--- src/rtl/rheed_frame_sched.sv ---
// RHEED frame scheduler: one pipeline start per camera frame, tracks crop results, recovers on timeout; stats under RHEED_SCHED_STATS_EN.
// Latency: START one cycle after frame_sof, frame_done one cycle after the last result; no backpressure, frame_sof while busy is dropped.
module rheed_frame_sched #(
  parameter int NUM_CROPS      = 5,
  parameter int COORD_W        = 11,
  parameter int TIMEOUT_CYCLES = 1000000,
  parameter int RECOVER_CYCLES = 16,
  localparam int IDX_W = (NUM_CROPS > 1) ? $clog2(NUM_CROPS) : 1
) (
  input  logic                         clk,
  input  logic                         reset,
  input  logic                         cfg_wr_en,
  input  logic                         cfg_commit,
  input  logic                         frame_sof,
  input  logic                         res_valid,
  input  logic                         err_clear,
  input  logic [IDX_W-1:0]             cfg_wr_idx,
  input  logic [COORD_W-1:0]           cfg_wr_x,
  input  logic [COORD_W-1:0]           cfg_wr_y,
  input  logic [IDX_W-1:0]             res_idx,
  output logic [NUM_CROPS*COORD_W-1:0] crop_x0,
  output logic [NUM_CROPS*COORD_W-1:0] crop_y0,
  output logic                         pipe_ap_start,
  output logic                         pipe_rst,
  output logic                         busy,
  output logic                         frame_done,
  output logic                         timeout_err,
  output logic [31:0]                  frames_started,
  output logic [31:0]                  frames_dropped
);

  typedef enum logic [2:0] {IDLE, START, RUN, DONE, RECOVER} state_t;

  localparam int CNT_MAX = (TIMEOUT_CYCLES > RECOVER_CYCLES) ? TIMEOUT_CYCLES : RECOVER_CYCLES;
  localparam int CNT_W   = $clog2(CNT_MAX + 1);
  localparam logic [NUM_CROPS-1:0] ALL_DONE = '1;

  state_t               state, state_nxt;
  logic [CNT_W-1:0]     cyc_cnt;
  logic [NUM_CROPS-1:0] mask, mask_set;
  logic                 commit_pending, commit_now, timeout_set;
  logic [COORD_W-1:0]   shadow_x [NUM_CROPS];
  logic [COORD_W-1:0]   shadow_y [NUM_CROPS];
  logic [COORD_W-1:0]   shadow_x_nxt [NUM_CROPS];
  logic [COORD_W-1:0]   shadow_y_nxt [NUM_CROPS];
  logic [COORD_W-1:0]   active_x [NUM_CROPS];
  logic [COORD_W-1:0]   active_y [NUM_CROPS];

  // Out-of-range indices match no slot, so they fall through harmlessly.
  always_comb begin
    mask_set = '0;
    for (int i = 0; i < NUM_CROPS; i++) begin
      if (res_valid && res_idx == IDX_W'(i)) mask_set[i] = 1'b1;
    end
  end

  always_comb begin
    for (int i = 0; i < NUM_CROPS; i++) begin
      shadow_x_nxt[i] = shadow_x[i];
      shadow_y_nxt[i] = shadow_y[i];
      if (cfg_wr_en && cfg_wr_idx == IDX_W'(i)) begin
        shadow_x_nxt[i] = cfg_wr_x;
        shadow_y_nxt[i] = cfg_wr_y;
      end
    end
  end

  always_comb begin
    state_nxt     = state;
    timeout_set   = 1'b0;
    pipe_ap_start = 1'b0;
    pipe_rst      = 1'b0;
    frame_done    = 1'b0;
    busy          = (state != IDLE);
    case (state)
      IDLE:    if (frame_sof) state_nxt = START;
      START: begin
        pipe_ap_start = 1'b1;
        state_nxt     = RUN;
      end
      RUN: begin
        if ((mask | mask_set) == ALL_DONE) begin
          state_nxt = DONE;
        end else if (cyc_cnt == CNT_W'(TIMEOUT_CYCLES - 1)) begin
          state_nxt   = RECOVER;
          timeout_set = 1'b1;
        end
      end
      DONE: begin
        frame_done = 1'b1;
        state_nxt  = IDLE;
      end
      RECOVER: begin
        pipe_rst = 1'b1;
        if (cyc_cnt == CNT_W'(RECOVER_CYCLES - 1)) state_nxt = IDLE;
      end
      default: state_nxt = IDLE;
    endcase
  end

  // Active set only moves on edges that land in IDLE or START, so it is frozen through START/RUN/DONE.
  assign commit_now = (cfg_commit || commit_pending) && (state_nxt == IDLE || state_nxt == START);

  always_ff @(posedge clk or posedge reset) begin
    if (reset) begin
      state          <= IDLE;
      cyc_cnt        <= '0;
      mask           <= '0;
      commit_pending <= 1'b0;
      timeout_err    <= 1'b0;
    end else begin
      state          <= state_nxt;
      if (state_nxt != state) cyc_cnt <= '0;
      else if (state == RUN || state == RECOVER) cyc_cnt <= cyc_cnt + 1'b1;
      mask           <= (state == RUN && state_nxt == RUN) ? (mask | mask_set) : '0;
      commit_pending <= commit_now ? 1'b0 : (commit_pending | cfg_commit);
      timeout_err    <= timeout_set | (timeout_err & ~err_clear);
    end
  end

  always_ff @(posedge clk or posedge reset) begin
    if (reset) begin
      for (int i = 0; i < NUM_CROPS; i++) begin
        shadow_x[i] <= '0;
        shadow_y[i] <= '0;
        active_x[i] <= '0;
        active_y[i] <= '0;
      end
    end else begin
      shadow_x <= shadow_x_nxt;
      shadow_y <= shadow_y_nxt;
      if (commit_now) begin
        active_x <= shadow_x_nxt;
        active_y <= shadow_y_nxt;
      end
    end
  end

  for (genvar g = 0; g < NUM_CROPS; g++) begin : g_pack
    assign crop_x0[g*COORD_W +: COORD_W] = active_x[g];
    assign crop_y0[g*COORD_W +: COORD_W] = active_y[g];
  end

`ifdef RHEED_SCHED_STATS_EN
  logic [31:0] started_q, dropped_q;

  always_ff @(posedge clk or posedge reset) begin
    if (reset) begin
      started_q <= '0;
      dropped_q <= '0;
    end else begin
      if (frame_sof && state == IDLE) started_q <= started_q + 32'd1;
      if (frame_sof && state != IDLE) dropped_q <= dropped_q + 32'd1;
    end
  end

  assign frames_started = started_q;
  assign frames_dropped = dropped_q;
`else
  assign frames_started = '0;
  assign frames_dropped = '0;
`endif

endmodule

--- config.mk ---
export PLATFORM = sky130hd
export DESIGN_NAME = rheed_frame_sched
export DESIGN_NICKNAME = d
export VERILOG_FILES = /design/src/rtl/rheed_frame_sched.sv
export SDC_FILE = /design/constraint.sdc
export NUM_CORES = 1
export LEC_CHECK = 0
export ABC_AREA = 1
export BUFFER_PORTS_ARGS = -buffer_cell sky130_fd_sc_hd__buf_4
export CAP_MARGIN = 40
export CORE_UTILIZATION = 55
export DETAILED_ROUTE_END_ITERATION = 6
export PLACE_DENSITY = 0.8
export SETUP_SLACK_MARGIN = 0.1
export SYNTH_ARGS = -nofsm -noshare
export SYNTH_HDL_FRONTEND = slang
export SYNTH_SLANG_ARGS = --single-unit
--- constraint.sdc ---
create_clock -name clk -period 12.9 [get_ports clk]
set_clock_uncertainty 0.2 [all_clocks]
set_input_delay 2.58 -clock clk [delete_from_list [all_inputs] [get_ports clk]]
set_output_delay 2.58 -clock clk [all_outputs]
set_load 0.005 [all_outputs]
==> flow_summary.json <==
{
  "clk_pin_slew_worst_paths_ns": 0.06,
  "internal_power_mw": 1.762,
  "die_x_um": 140.2,
  "cts-root-buf": "clkbuf_16",
  "max_freq_mhz": 207.1,
  "stdcell_count": 1540,
  "synth_edf_count": 0,
  "final_util_pct": 65.89,
  "fin_ws_ns": 8.071,
  "ir_worst_vdd_uv": 126.6,
  "grt_max_degree": 95,
  "syn_inst": 1163,
  "setup-tns-final_ns": 0,
  "yosysWarnings": 0,
  "powerDensity_nw_per_um2": 213.0,
  "antenna_cells": 0,
  "grt_overflow": 0,
  "drt-wirelength-per-cell_um": 15.60,
  "drv_cap": 0,
  "cts.repair.resized": 0,
  "drt.antenna.violating_nets": 0,
  "async_flop_share_pct": 100.0,
  "yosysSeqAreaShare_pct": 59.59,
  "wl_met1_um": 10500,
  "ios": 214,
  "antenna_found_initial": 0,
  "cts_setup_buffers": 0,
  "via_per_inst": 5.220,
  "grt_pass1_vias": 7530,
  "start_util_pct": 56.13,
  "top_layer_used": "met4",
  "p_total_mw": 2.625,
  "core_area_um2": 18710,
  "insertion_delay_ns": 0.51,
  "p_switching_mw": 0.8635,
  "worst-setup-path-type": "in -> reg",
  "portBuffers": 149,
  "timing.final.hold_violations": 0,
  "rows": 50,
  "syn_area_per_cell_um2": 9.027,
  "clock_sinks": 250,
  "wl_met2_um": 11540,
  "cts_buffers": 25,
  "finalCritPeriodShare_pct": 37.43,
  "synth_seq_cells": 250,
  "end_kind": "flip-flop",
  "maxSlewHeadroom_pct": 42.92,
  "grt_usage_pct": 24.73,
  "power.share.clock_pct": 28.3,
  "dieArea_um2": 19640,
  "cts_max_level": 1,
  "nets": 1326,
  "wl_met3_um": 1547,
  "finalSetupViolCount": 0,
  "routed_wl_um": 24020,
  "areaGrowthSynthToFinish_pct": 17.39,
  "leakage_nw": 6.611,
  "vias": 8039,
  "arrival_ns": 5.03,
  "grt_pass1_wl_um": 38920,
  "globalplace.congestion": 0.8363,
  "drive_gt1_share_pct": 16.08,
  "cts_hold_buf": 0,
  "worst_setup_path_start_kind": "input port",
  "place.detailed.hpwl_um": 15190,
  "drc": 0,
  "syn_area_um2": 10500,
  "die_h_um": 140.2,
  "status": "finished clean",
  "drt_iter0_drc": 773,
  "yosys_most_used_dff": "dfrtp_1",
  "seqPwrFrac_pct": 42.6,
  "dpl.cell_count": 1497,
  "synth.distinct_cells": 28,
  "period_minus_slack_ns": 4.829,
  "pre_cts_ws_ns": 7.560,
  "cp_max_fo": 58,
  "rsz0062_at_grt": "false",
  "pwr-share-comb_pct": 29.1,
  "switching_share_pct": 32.89,
  "hp-class": "reg -> reg",
  "dr.pass1.iters": 5,
  "cts_buffer_depth": 3,
  "required_ns": 13.10,
  "slew_violations": 0,
  "worst_pin_slew_ns": 0.8536,
  "cts_tree": "built"
}
-- cells by family (layout without fill, tap and decap cells) --
| family | count (synthesis) | after routing | share of synthesized area (%) |
|---|---|---|---|
| adders and majority gates | 1 | 1 | 0.1192 |
| AOI/OAI and AO/OA | 123 | 123 | 5.983 |
| DFF | 250 | 250 | 59.59 |
| muxes | 1 | 1 | 0.09534 |
| other | 1 | 64 | 0.03572 |
| and+or+nand+nor | 592 | 592 | 23.16 |
| buffers and inverters | 183 | 263 | 10.02 |
| xor gates and xnor gates | 12 | 12 | 1.001 |
-- cells in the final DEF (no fill, tap or decap) --
cell type / instances
a21oi_1: 6
a41o_1: 1
buf_12: 1
buf_16: 2
buf_4: 158
bufinv_16: 4
clkbuf_1: 5
clkbuf_16: 25
clkbuf_8: 3
clkinv_1: 2
clkinv_2: 5
clkinvlp_4: 1
conb_1: 64
dfrtp_1: 250
ha_1: 1
inv_1: 53
inv_2: 3
inv_8: 1
mux2i_1: 1
nand2_1: 389
nand2_2: 1
nand2_4: 2
nand3_1: 129
nand3_2: 2
nand3b_1: 1
nand4_1: 6
nor2_1: 56
nor2_4: 1
nor3_1: 4
nor3_2: 1
o21ai_0: 113
o21bai_1: 3
xnor2_1: 4
xor2_1: 8
-- final timing paths --
kind | start | to | slack [ns] | cells after the start
min reg2reg | crop_x0[18] | crop_x0[18] | 0.27 | 2
max reg2reg | cyc_cnt[0] | crop_y0[3] | 9.69 | 12
max in group asynchronous | reset | shadow_x[9] | 9.36 | 4
min | crop_x0[18] | crop_x0[18] | 0.27 | 2
min in group asynchronous | reset | crop_y0[53] | 1.96 | 2
max | res_idx[2] | crop_y0[3] | 8.07 | 15
-- through the flow --
stage / area (µm²) / hold WS, ns
3_3_place_gp: 11410 / 0.2584
6_report: 12320 / 0.2715
4_1_cts: 12320 / 0.2747
2_1_floorplan: 10740 / 0.2622
5_1_grt: 12320 / 0.2958
3_5_place_dp: 11490 / 0.2603
-- per-layer routing --
metal / track usage, % / vias up
met5: 0 / -
li1: - / 3833
met4: 5.957 / 0
met3: 4.103 / 37
met2: 40.05 / 311
met1: 35.14 / 3858
-- registers in the layout, indices dropped and copies added, names as in the netlist --
| register | count |
|---|---|
| timeout_err | 1 |
| cyc_cnt | 20 |
| commit_pending | 1 |
| shadow_y | 55 |
| crop_y0 | 55 |
| shadow_x | 55 |
| mask | 5 |
| crop_x0 | 55 |
| state | 3 |
-- synthesized netlist by cell type, drive strengths merged, types with 2 or more instances --
library cell	instances	area share (%)
nor3	5	0.29
o21ai	113	5.4
nand2	392	14
clkinv	2	0.072
clkbuf	34	1.2
o21bai	3	0.21
nand4	6	0.36
xnor2	4	0.33
buf	90	6.7
nand3	131	6.3
xor2	8	0.67
dfrtp	250	60
a21oi	6	0.29
nor2	57	2.1
inv	57	2.0
-- critical path, stage by stage --
cell     delay [ns]
buf_4          0.12
nor2_1         0.13
nand2_1        0.09
nand2_1        0.06
nand2_1        0.04
nor2_1         0.12
nand2_1        0.09
nand2_1        0.12
nand2_2        0.09
nor2_4         0.10
buf_4          0.42
nand2_4        0.50
buf_12         0.36
nand2_1        0.10
nand2_1        0.06
-- cell type report --
type                    count  area (µm²)
repair buffers            161        1261
clock buffers              33       685.7
flip-flops and latches    250        6256
inverters                  59       229.0
clock inverters            10       152.6
fillers                  1448        6381
well taps                 234       292.8
multi-input cells         793        3447
-- power by group through the flow --
| stage | clock (mW) | combinational (mW) | sequential, mW |
|---|---|---|---|
| after floorplan | 0 | 0.470 | 1.11 |
| after global placement | 0 | 0.730 | 1.12 |
| after detailed placement | 0 | 0.763 | 1.13 |
| after CTS | 0.752 | 0.768 | 1.12 |
| after global routing | 0.784 | 0.853 | 1.14 |
| final | 0.743 | 0.764 | 1.12 |
No activity file was read; power rests on OpenSTA's default activity.
